File: src/rtl/scpu_pkg.sv
// Shared types and constants for the single-cycle CPU fetch path.
package scpu_pkg;
    localparam int PC_W       = 10;
    localparam int WORD_BYTES = 4;

    typedef enum logic [1:0] {
        ST_BOOT = 2'd0,
        ST_RUN  = 2'd1,
        ST_HALT = 2'd2
    } state_t;
endpackage

File: src/rtl/pc_next_calc.sv
// Combinational next-PC selection: jr > jump > branch > sequential, all modulo 2^PC_W.
module pc_next_calc
    import scpu_pkg::*;
(
    input  logic [PC_W-1:0] i_pc,
    input  logic            i_branch_taken,
    input  logic [15:0]     i_branch_offset,
    input  logic            i_jump,
    input  logic [25:0]     i_jump_index,
    input  logic            i_jr,
    input  logic [31:0]     i_jr_target,
    output logic [PC_W-1:0] o_pc_plus4,
    output logic [PC_W-1:0] o_next_pc,
    output logic            o_misalign
);
    logic [PC_W-1:0] w_br_disp;
    logic [PC_W-1:0] w_br_target;
    logic [PC_W-1:0] w_jmp_target;
    logic [PC_W-1:0] w_jr_target;
    logic            w_unused;

    assign o_pc_plus4 = i_pc + PC_W'(WORD_BYTES);

    // Word offset shifted left by two and truncated: upper offset bits cannot affect a PC_W result.
    assign w_br_disp    = {i_branch_offset[PC_W-3:0], 2'b00};
    assign w_br_target  = o_pc_plus4 + w_br_disp;
    assign w_jmp_target = {i_jump_index[PC_W-3:0], 2'b00};
    assign w_jr_target  = {i_jr_target[PC_W-1:2], 2'b00};

    assign w_unused = ^{i_branch_offset[15:PC_W-2], i_jump_index[25:PC_W-2], i_jr_target[31:PC_W]};

    always_comb begin
        o_next_pc = o_pc_plus4;
        if (i_jr)
            o_next_pc = w_jr_target;
        else if (i_jump)
            o_next_pc = w_jmp_target;
        else if (i_branch_taken)
            o_next_pc = w_br_target;
    end

    assign o_misalign = i_jr && (i_jr_target[1:0] != 2'b00);
endmodule

File: src/rtl/pc_fetch_unit.sv
// PC register, BOOT/RUN/HALT fetch sequencer and saturating fetch counter.
// state | meaning
// BOOT  | first cycle after reset release, pc held, no fetch
// RUN   | fetching; fetch_valid = ~stall
// HALT  | parked until resume, no fetch
module pc_fetch_unit
    import scpu_pkg::*;
#(
    parameter logic [PC_W-1:0] RESET_PC = '0,
    parameter int              CNT_W    = 32
) (
    input  logic             clk,
    input  logic             rst_n,
    input  logic             stall,
    input  logic             halt,
    input  logic             resume,
    input  logic             branch_taken,
    input  logic [15:0]      branch_offset,
    input  logic             jump,
    input  logic [25:0]      jump_index,
    input  logic             jr,
    input  logic [31:0]      jr_target,
    output logic [PC_W-1:0]  pc,
    output logic [PC_W-1:0]  pc_plus4,
    output logic             fetch_valid,
    output logic             misalign,
    output logic             halted,
    output logic [CNT_W-1:0] fetch_count
);
    state_t           r_state;
    state_t           w_state_nxt;
    logic [PC_W-1:0]  r_pc;
    logic             r_misalign;
    logic [CNT_W-1:0] r_fetch_count;
    logic [PC_W-1:0]  w_next_pc;
    logic             w_mis_cond;
    logic             w_fetch_valid;
    logic             w_halted;
    logic             w_pc_load;

    pc_next_calc u_next (
        .i_pc            (r_pc),
        .i_branch_taken  (branch_taken),
        .i_branch_offset (branch_offset),
        .i_jump          (jump),
        .i_jump_index    (jump_index),
        .i_jr            (jr),
        .i_jr_target     (jr_target),
        .o_pc_plus4      (pc_plus4),
        .o_next_pc       (w_next_pc),
        .o_misalign      (w_mis_cond)
    );

    always_ff @(posedge clk or negedge rst_n) begin
        if (!rst_n)
            r_state <= ST_BOOT;
        else
            r_state <= w_state_nxt;
    end

    always_comb begin
        w_state_nxt = r_state;
        case (r_state)
            ST_BOOT: w_state_nxt = ST_RUN;
            ST_RUN:  if (!stall && halt) w_state_nxt = ST_HALT;
            ST_HALT: if (resume) w_state_nxt = ST_RUN;
            default: w_state_nxt = ST_BOOT;
        endcase
    end

    always_comb begin
        w_fetch_valid = 1'b0;
        w_halted      = 1'b0;
        w_pc_load     = 1'b0;
        case (r_state)
            ST_RUN: begin
                w_fetch_valid = !stall;
                w_pc_load     = !stall && !halt;
            end
            ST_HALT: w_halted = 1'b1;
            default: ;
        endcase
    end

    always_ff @(posedge clk or negedge rst_n) begin
        if (!rst_n) begin
            r_pc          <= RESET_PC;
            r_misalign    <= 1'b0;
            r_fetch_count <= '0;
        end else begin
            if (w_pc_load)
                r_pc <= w_next_pc;
            r_misalign <= w_pc_load && w_mis_cond;
            if (w_fetch_valid && (r_fetch_count != {CNT_W{1'b1}}))
                r_fetch_count <= r_fetch_count + 1'b1;
        end
    end

    assign pc          = r_pc;
    assign fetch_valid = w_fetch_valid;
    assign misalign    = r_misalign;
    assign halted      = w_halted;
    assign fetch_count = r_fetch_count;
endmodule

File: config.mk
export PLATFORM = sky130hd
export DESIGN_NAME = pc_fetch_unit
export DESIGN_NICKNAME = d
export VERILOG_FILES = /design/src/rtl/scpu_pkg.sv /design/src/rtl/pc_next_calc.sv /design/src/rtl/pc_fetch_unit.sv
export SDC_FILE = /design/constraint.sdc
export NUM_CORES = 1
export LEC_CHECK = 0
export CORE_ASPECT_RATIO = 0.75
export CORE_MARGIN = 2
export CORE_UTILIZATION = 37
export CTS_CLUSTER_SIZE = 8
export DETAILED_ROUTE_END_ITERATION = 12
export PLACE_DENSITY = 0.78
export SLEW_MARGIN = 20
export SYNTH_ARGS = -nofsm -noshare
export SYNTH_HDL_FRONTEND = slang
export SYNTH_SLANG_ARGS = --single-unit
File: constraint.sdc
create_clock -name clk -period 2.19 [get_ports clk]
set_input_delay 0.3285 -clock clk [delete_from_list [all_inputs] [get_ports clk]]
set_output_delay 0.3285 -clock clk [all_outputs]
set_load 0.03 [all_outputs]
==> results of run 1 <==
[per-layer routing]
| layer | track usage [%] | vias to the layer above | share of wire (%) |
|---|---|---|---|
| li1 | - | 1257 | - |
| met1 | 28.4 | 1228 | 47 |
| met2 | 29.7 | 70 | 47 |
| met3 | 2.76 | 4 | 5.4 |
| met4 | 3.95 | 0 | 0.49 |
| met5 | 0 | - | 0 |
[kinds of logic after synthesis]
logic type / after synthesis
other: 1
DFF: 43
and+or+nand+nor: 107
adders and majority gates: 11
AOI/OAI and AO/OA: 48
muxes: 7
xor gates and xnor gates: 39
buffers and inverters: 27
[repair_timing]
item / CTS / global route
hold endpoints to repair: 19 / 0
hold buffers: 1 / 0
endpoints found under the setup margin: 9 / 6
gates resized for setup: 13 / 7
pin swaps: 1 / 13
setup buffers: 1 / 7
[through the flow]
step | power, W | hold WS [ns] | TNS (ns) | instances | setup slack (ns)
after global placement | 0.00315 | 0.297 | -0.570 | 487 | -0.192
after CTS | 0.00390 | 0.503 | -0.00877 | 497 | -0.00877
after global routing | 0.00425 | 0.522 | -0.307 | 504 | -0.0950
after detailed placement | 0.00320 | 0.302 | -0.741 | 487 | -0.223
final | 0.00401 | 0.500 | -0.00925 | 504 | -0.00925
after floorplan | 0.00234 | 0.0329 | -0.676 | 286 | -0.218
[worst max-delay path by stage]
stage	from	endpoint	slack, ns	cells after the start
5_1_grt	pc[2]	pc[9]	-0.09	10
4_1_cts	pc[2]	pc[6]	-0.009	9
6_report	pc[2]	pc[8]	-0.009	8
2_1_floorplan	pc[2]	pc[7]	-0.22	8
3_5_place_dp	branch_offset[0]	pc[6]	-0.22	9
3_3_place_gp	branch_offset[0]	pc[8]	-0.19	8
[power groups by stage]
stage	Clock [W]	Sequential [W]	Combinational, W
2_1_floorplan	0	0.00131	0.00103
3_3_place_gp	0	0.00107	0.00208
3_5_place_dp	0	0.00107	0.00213
4_1_cts	0.000657	0.00106	0.00219
5_1_grt	0.000697	0.00108	0.00248
6_report	0.000634	0.00106	0.00232
[cells in the final DEF (no fill, tap or decap), types with 2 or more instances in the layout]
cell,synthesis,final
and4_1,6,5
a31oi_1,2,2
buf_4,5,37
xor2_1,6,4
nor2b_1,6,6
dfrtp_1,43,38
nor3_1,5,4
o21ai_1,0,3
a21o_1,4,4
ha_1,10,2
mux2i_1,5,5
clkdlybuf4s50_1,0,76
nor2_1,8,8
nand2b_1,2,2
nand2_1,19,19
and2_1,4,4
inv_1,13,11
a211o_1,2,2
buf_12,0,2
a31o_2,2,2
nand3_1,20,16
dlygate4sd2_1,0,5
nand3b_1,2,2
o21ai_0,14,10
a21oi_2,0,2
xnor2_1,33,28
conb_1,1,4
nand4b_1,2,2
xnor2_4,0,4
ha_4,0,8
clkbuf_8,0,6
dfrtp_2,0,5
nand4_1,16,16
and3_1,9,8
nand3_4,0,3
a211oi_1,4,3
a21oi_1,12,10
[area by class of cell]
class	instances	area (um2)	area share (%)
clock inverters	2	35.0	0.801
flip-flops and latches	43	1080	24.7
multi-input cells	216	1850	42.2
repair buffers	123	1150	26.3
inverters	13	52.6	1.20
well taps	101	126	2.89
clock buffers	6	82.6	1.89
[worst max-delay path: stages, from the launching register on]
cell and delay, ns:
dfrtp_2 0.46, ha_4 0.22, xor2_4 0.20, ha_4 0.25, a21o_1 0.16, a21o_1 0.20
a21oi_2 0.17, mux2_4 0.31, a31oi_1 0.15
[flip-flops by register name, summed over array words and instances (netlist names)]
name and cells:
pc 8, misalign 1, fetch_count 32, r_state 2
[synthesized netlist by cell type (all sizes together) (2+ instances only)]
cell type  number
ha             10
nand4b          2
nand3          20
nor3            5
a211oi          4
nand2b          2
a21o            4
nor4            2
o21ai          14
a21oi          12
mux2            2
nand3b          2
nand4          17
and3            9
a31oi           2
buf             7
nor2            8
inv            13
dfrtp          43
and4            6
mux2i           5
a211o           2
a31o            2
nor2b           6
xnor2          33
nand2          19
xor2            6
and2            4
nor3b           2
clkbuf          7
==> flow_metrics.py, run 1 <==
metrics = {
    "run_status": {
        "status": "finished with violations",
        "violations": "negative setup slack",
    },
    "sta": {
        "fin_ws_ns": -0.00925,
        "hold_viol": 0,
        "max_freq_mhz": 455,
        "slew_viol_final": 0,
        "setup_viol": 1,
        "fin_crit_sh_pct": 100,
        "rsz0062_at_grt": "true",
        "fin_crit_ns": 2.20,
        "fin_skew_ns": 0.00662,
    },
    "floorplan": {
        "num_rows": 27,
        "io_pins": 137,
        "die_y_um": 78.5,
        "core_um2": 7260,
        "start_util_pct": 37.7,
        "die_x_um": 103,
        "die-area_um2": 8100,
    },
    "power": {
        "power.internal_w": 0.00245,
        "cellPowerDensity_nw_per_um2": 918,
        "irDropWorstVdd_mv": 0.528,
        "pwr-share-seq_pct": 26.3,
        "netSwitchingFraction_pct": 39.0,
        "leakagePower_nw": 1.83,
        "comb_power_share_pct": 57.9,
        "net-switching-power_w": 0.00157,
        "power.clock.fraction_pct": 15.8,
    },
    "worst_setup_path": {
        "cp.arrival_ns": 2.41,
        "r2r_start": "pc[2]",
        "critPathMaxFanout": 4,
        "r2r_cells": 8,
        "cp_data_required_time_ns": 2.41,
        "ff2ff_setup_slack_ns": -0.009,
        "endpoint_kind": "register",
        "cp-start-kind": "register",
        "r2r_end": "pc[8]",
        "path_class": "reg -> reg",
    },
    "synth": {
        "yosysTopAreaCell": "dfrtp_1",
        "synth_adder_area_share_pct": 5.31,
        "synth.avg_cell_area_um2": 9.66,
        "synth_top_family_by_area": "simple AND/OR/NAND/NOR gates",
        "synthTopCellsByArea": "dfrtp_1 39%, xnor2_1 11%, ha_1 4.6%",
        "synth_edf_count": 0,
        "synth.area.mux_share_pct": 2.65,
        "synthArstFlopShare_pct": 100,
        "synthesis.instances": 283,
        "synth-xor-area-share_pct": 12.5,
        "synthDistinctLibCells": 47,
        "synth_compound_area_share_pct": 11.6,
        "ys_ff_latch": 43,
        "synthesis.area_um2": 2740,
        "ys_warn_count": 0,
        "ys_seq_area_share_pct": 39.3,
        "synth-main-ff-cell": "dfrtp_1",
        "synth_simple_gate_area_share_pct": 24.0,
        "synth_top_area_share_pct": 39.3,
    },
    "clocking": {
        "clockBufferDepth": 2,
        "htreeDepth": 2,
        "cts_sinks": 43,
        "cts_tree": "built",
        "cts_buffers": 5,
        "clkLatencyLatePin_ns": 0.29,
        "ctsRootBufferMaster": "clkbuf_8",
        "path_clk_slew_ns": 0.08,
    },
    "drt": {
        "vias": 2559,
        "drt_iter0_markers": 194,
        "wire_per_inst_um": 15.0,
        "antenna_left": 0,
        "viasPerCell": 5.08,
        "drc": 0,
        "wirelength_um": 7560,
        "first_pass_iters": 4,
    },
    "worst_hold_path": {
        "hold_path_depth": 1,
        "min_to": "fetch_count[28]",
        "hold_path_class": "reg -> reg",
        "hold_start": "fetch_count[28]",
    },
    "layout": {
        "antennaDiodeCount": 0,
        "design_area_um2": 4370,
        "drive_gt1_share_pct": 23.8,
        "post-route-util_pct": 60.2,
        "fillers": 624,
        "layout.nets": 495,
        "syn2layout_area_growth_pct": 59.9,
    },
    "placed_design": {
        "io_buffers": 84,
        "gp_congestion": 0.858,
        "dpl_cell_area_um2": 4120,
        "hpwl_um": 5880,
    },
    "grt": {
        "grt_overflow": 0,
        "antenna_found_initial": 0,
        "grt_pass1_wl_um": 12200,
        "grt_start_max_net_pins": 25,
        "grtUsageTotal_pct": 19.2,
        "first_global_vias": 2470,
    },
    "job": {
        "maxCapViolCount": 0,
    },
}
Note: power is estimated with default switching activity, not from simulation.
==> run 2: changes to the inputs <==
- CORE_UTILIZATION: 37 -> 57
- DONT_BUFFER_PORTS: not set -> 1
- PLACE_DENSITY: 0.78 -> 0.75
==> run 2 against run 1 <==
Net effect: the flow now finishes without violations; register-to-register slack improved by 0.02 ns; utilization grew 20 points; non-clock buffer count is 56 lower; combinational power down 12%; worst setup slack improved by 0.016 ns; total power fell by 9.5%; critical path type unchanged; highest routed layer unchanged.
==> flow_metrics.py, run 2 (synthesis results as in run 1) <==
metrics = {
    "sta": {
        "setup_viol": 0,
        "fin_crit_sh_pct": 99.7,
        "tightest_slew_ns": 0.635,
        "fin_crit_ns": 2.18,
        "fin_skew_ns": 0.00808,
        "max_freq_mhz": 458,
        "hold_viol": 0,
        "relSlewSlack_pct": 57.6,
        "rsz0062_at_grt": "true",
        "slew_viol_final": 0,
    },
    "layout": {
        "largest_reg_flops": 32,
        "antennaDiodeCount": 0,
        "layout_common_cells": "65 x buf_4, 38 x dfrtp_1, 29 x xnor2_1, 19 x nand2_1",
        "post-route-util_pct": 80.4,
        "drive_gt1_share_pct": 34.3,
        "layout_commonest_cell": "buf_4",
        "final_cell_count_no_fill": 404,
        "design_area_um2": 3650,
        "layout.nets": 439,
        "syn2layout_area_growth_pct": 33.6,
    },
    "clocking": {
        "clkLatencyLatePin_ns": 0.30,
        "cts_buffers": 5,
        "path_clk_slew_ns": 0.08,
        "clockBufferDepth": 2,
        "cts_sinks": 43,
        "cts_tree": "built",
        "ctsRootBufferMaster": "clkbuf_8",
        "htreeDepth": 2,
    },
    "floorplan": {
        "io_pins": 137,
        "core_um2": 4550,
        "die_y_um": 64.0,
        "start_util_pct": 60.2,
        "die-area_um2": 5370,
        "die_x_um": 84.0,
        "num_rows": 21,
    },
    "power": {
        "netSwitchingFraction_pct": 40.8,
        "net-switching-power_w": 0.00148,
        "leakagePower_nw": 1.63,
        "power.internal_w": 0.00215,
        "cellPowerDensity_nw_per_um2": 994,
        "irDropWorstVdd_mv": 1.09,
        "pwr-share-seq_pct": 28.6,
        "comb_power_share_pct": 56.1,
        "power.clock.fraction_pct": 15.3,
    },
    "grt": {
        "antenna_found_initial": 0,
        "first_global_vias": 2424,
        "grtUsageTotal_pct": 28.1,
        "grt_overflow": 0,
        "grt_start_max_net_pins": 44,
        "grt_pass1_wl_um": 12000,
    },
    "worst_hold_path": {
        "hold_path_class": "in -> reg",
    },
    "run_status": {
        "status": "completed",
    },
    "placed_design": {
        "dpl_cell_area_um2": 3470,
        "gp_congestion": 0.916,
        "dp.cells": 392,
        "hpwl_um": 5490,
        "io_buffers": 0,
    },
    "worst_setup_path": {
        "cp-start-kind": "register",
        "endpoint_kind": "register",
        "cp_data_required_time_ns": 2.36,
        "cp.arrival_ns": 2.35,
        "critPathMaxFanout": 5,
        "path_class": "reg -> reg",
    },
    "drt": {
        "wirelength_um": 7130,
        "vias": 2425,
        "viasPerCell": 6.00,
        "wire_per_inst_um": 17.6,
        "drc": 0,
        "drt_iter0_markers": 142,
        "first_pass_iters": 4,
        "antenna_left": 0,
    },
    "job": {
        "maxCapViolCount": 0,
    },
}
run 2: changes by cell type in the layout (fill, tap and decap cells not counted), sizes merged:
cell / previous run / this run
buf: 41 / 66
bufinv: 1 / 0
clkbuf: 6 / 7
clkdlybuf4s50: 76 / 0
clkinv: 1 / 0
clkinvlp: 1 / 2
dlygate4sd2: 5 / 0
run 2: layout make-up:
class                      count  area, um2
clock buffer                   7       96.3
tap                           57       71.3
multi-input combinational    216       1830
inverter                      13       52.6
sequential                    43       1080
clock inverter                 1       7.51
fill                         300        891
timing repair buffer          67        518
run 2: worst paths after layout:
check                           startpoint              end  slack, ns  cells past startpoint
min reg2reg                fetch_count[29]  fetch_count[29]       0.57                      1
min                                     jr         misalign       0.15                      1
max reg2reg                          pc[2]            pc[7]      0.007                      7
min in group asynchronous            rst_n   fetch_count[2]       0.51                      2
max in group asynchronous            rst_n            pc[3]       1.46                      2
max                                  pc[2]            pc[7]      0.007                      7
run 2: power by group through the flow:
stage               Sequential [W]  Combinational (W)  Clock, W
global placement           0.00105            0.00186         0
floorplan                  0.00131            0.00103         0
CTS                        0.00104            0.00199  0.000557
detailed placement         0.00105            0.00192         0
finish                     0.00104            0.00204  0.000555
global route               0.00106            0.00219  0.000604
run 2: per-layer routing:
layer  track usage [%]  wire length (um)  up-vias
li1                  -                 -     1144
met1              39.7              3170     1183
met2              43.5              3280       91
met3              8.79               626        7
met4              4.64                50        0
met5                 0                 0        -
run 2: what timing repair did:
action,in CTS,in global routing
endpoints found under the hold margin,43,0
gates resized for setup,5,6
buffers inserted,1,1
pin swaps,1,3
gates cloned,0,0
endpoints found under the setup margin,4,5
hold buffers,2,0
run 2: stage by stage:
stage	total power (W)	setup WS (ns)	hold slack (ns)	setup TNS [ns]
2_1_floorplan	0.00234	-0.218	0.0329	-0.676
3_3_place_gp	0.00291	-0.0326	0.0338	-0.0762
3_5_place_dp	0.00298	-0.0553	0.0337	-0.119
4_1_cts	0.00359	-0.00362	0.152	-0.00362
5_1_grt	0.00385	-0.0834	0.151	-0.235
6_report	0.00363	0.00679	0.155	0
run 2: worst max-delay path, cell delays in order, from the launching register on:
cell and delay [ns]:
dfrtp_2 0.47, ha_4 0.30, ha_1 0.22, a21o_1 0.19
and4_4 0.22, or4_1 0.46, nand3_1 0.11, a31oi_1 0.08
==> run 3: changes to the inputs <==
- CAP_MARGIN: not set -> 20
- CORE_UTILIZATION: 57 -> 60
- CTS_BUF_LIST: not set -> sky130_fd_sc_hd__clkbuf_4 sky130_fd_sc_hd__clkbuf_8
- PLACE_DENSITY: 0.75 -> 0.79
==> run 3 against run 2 <==
Net effect: utilization grew 1.9 points; sequential share of layout area grew 0.18 points; global-route usage grew 0.86 points; maximum frequency shrank 0.17%; cell count shrank 1.7%; die area shrank 4.7%; wire length grew 0.17%; worst setup slack lost 0.0038 ns; critical path depth grew 2; total power is essentially flat; clock-buffer cell count is the same; via count shrank 1.6%.
==> flow_metrics.py, run 3 (synthesis results as in run 1) <==
metrics = {
    "placed_design": {
        "hpwl_um": 5350,
        "dp.cells": 383,
        "io_buffers": 0,
        "gp_congestion": 0.841,
    },
    "worst_setup_path": {
        "cp-start-kind": "register",
        "path_cells": "ha_4 -> nand3_4 -> xnor2_4 -> ha_4 -> nor3_2 -> o21ai_2 -> o2111a_1 -> a21o_1 -> a221oi_1",
        "crit_slowest_cell": "dfrtp_2",
        "path_class": "reg -> reg",
        "critPathMaxFanout": 5,
        "endpoint_kind": "register",
        "critPathMaxStageDelay_ns": 0.45,
        "r2r_cells": 9,
        "crit_path_frequent_cell": "ha_4",
        "cp_data_required_time_ns": 2.39,
        "cp.arrival_ns": 2.39,
    },
    "layout": {
        "seqCellArea_um2": 1080,
        "multi_input_area_um2": 1850,
        "syn2layout_area_growth_pct": 32.8,
        "layout_common_cells": "57 x buf_4, 38 x dfrtp_1, 29 x xnor2_1, 19 x nand2_1",
        "largest_reg_flops": 32,
        "fillers": 258,
        "antennaDiodeCount": 0,
        "drive_gt1_share_pct": 33.5,
        "final_cell_count_no_fill": 397,
        "post-route-util_pct": 82.3,
        "layout.nets": 432,
        "layout_commonest_cell": "buf_4",
    },
    "sta": {
        "slew_viol_final": 0,
        "max_freq_mhz": 457,
        "fin_crit_ns": 2.19,
        "relSlewSlack_pct": 58.0,
        "setup_viol": 0,
        "fin_crit_sh_pct": 99.9,
        "fin_hold_ws_ns": 0.163,
        "rsz0062_at_grt": "true",
        "tightest_slew_ns": 0.628,
        "hold_viol": 0,
        "fin_skew_ns": 0.0105,
    },
    "drt": {
        "antenna_left": 0,
        "vias": 2385,
        "viasPerCell": 6.01,
        "first_pass_iters": 6,
        "wire_per_inst_um": 18.0,
        "drt_iter0_markers": 234,
        "wirelength_um": 7140,
        "drc": 0,
    },
    "clocking": {
        "clockBufferDepth": 2,
        "cts_tree": "built",
        "clkLatencyLatePin_ns": 0.30,
        "ctsRootBufferMaster": "clkbuf_8",
        "cts_buffers": 5,
        "htreeDepth": 2,
        "cts_sinks": 43,
        "path_clk_slew_ns": 0.08,
    },
    "power": {
        "pwr-share-seq_pct": 28.8,
        "net-switching-power_w": 0.00151,
        "irDropWorstVdd_mv": 0.947,
        "power.internal_w": 0.00213,
        "power.clock.fraction_pct": 14.6,
        "netSwitchingFraction_pct": 41.4,
        "leakagePower_nw": 1.60,
        "comb_power_share_pct": 56.6,
        "cellPowerDensity_nw_per_um2": 1000,
    },
    "job": {
        "maxCapViolCount": 0,
    },
    "grt": {
        "grt_use_met3_pct": 6.79,
        "antenna_found_initial": 0,
        "use_met1_pct": 41.7,
        "top_usage_layer": "met2",
        "grt_pass1_wl_um": 11400,
        "use_met2_pct": 44.8,
        "grt_overflow": 0,
        "grtUsageTotal_pct": 29.0,
        "grt_start_max_net_pins": 44,
        "first_global_vias": 2376,
    },
    "floorplan": {
        "start_util_pct": 62.0,
        "io_pins": 137,
        "num_rows": 21,
        "die_x_um": 82.0,
        "die_y_um": 62.5,
        "core_um2": 4410,
        "die-area_um2": 5120,
    },
    "worst_hold_path": {
        "hold_path_depth": 1,
        "hold_path_class": "in -> reg",
    },
    "run_status": {
        "status": "completed",
    },
}
run 3: final cells by class:
class	instances	share of cell area, %
Clock buffer	7	2.48
Clock inverter	1	0.138
Sequential cell	43	29.8
Multi-Input combinational cell	216	51.0
Tap cell	57	1.96
Timing Repair Buffer	60	13.2
Inverter	13	1.45
run 3: worst paths after layout:
check / startpoint / endpoint / slack [ns]
setup / recovery: pc[2] / pc[9] / 0.003
hold / removal: jr / misalign / 0.16
setup reg to reg: pc[2] / pc[9] / 0.003
hold reg to reg: fetch_count[2] / fetch_count[2] / 0.54
max in group asynchronous: rst_n / pc[3] / 1.46
min in group asynchronous: rst_n / pc[9] / 0.50
run 3: worst max-delay path: cells and delay by family, from the launching register on:
kind                       cells  cell delay (ns)
AOI/OAI and AO/OA              4             0.78
DFF                            1             0.45
adders and majority gates      2             0.40
and+or+nand+nor                2             0.30
xor gates and xnor gates       1             0.16
run 3: metal layers:
| layer | routed length, um | vias to the layer above |
|---|---|---|
| li1 | - | 1125 |
| met1 | 3180 | 1166 |
| met2 | 3380 | 84 |
| met3 | 481 | 10 |
| met4 | 91 | 0 |
| met5 | 0 | - |
run 3: repair_timing:
action,CTS,global route
resized for setup,6,7
endpoints found under the hold margin,43,0
setup buffers,1,3
cloned,0,0
hold buffers,2,0
pin swaps,1,4
endpoints found under the setup margin,3,5
run 3: power groups by stage:
stage                     Sequential (W)  Clock, W  Combinational [W]
final                            0.00105  0.000531            0.00206
after global routing             0.00106  0.000586            0.00220
after CTS                        0.00104  0.000540            0.00195
after detailed placement         0.00106         0            0.00188
after global placement           0.00105         0            0.00182
after floorplan                  0.00131         0            0.00103
run 3: per-stage QoR:
stage / area (um2) / setup TNS, ns / worst slack (ns) / total power, W
floorplan: 3000 / -0.676 / -0.218 / 0.00234
global placement: 3410 / -0.0553 / -0.0389 / 0.00287
detailed placement: 3410 / -0.142 / -0.0584 / 0.00294
CTS: 3560 / -0.00173 / -0.00173 / 0.00354
global route: 3630 / -0.204 / -0.0572 / 0.00385
finish: 3630 / 0 / 0.00298 / 0.00363
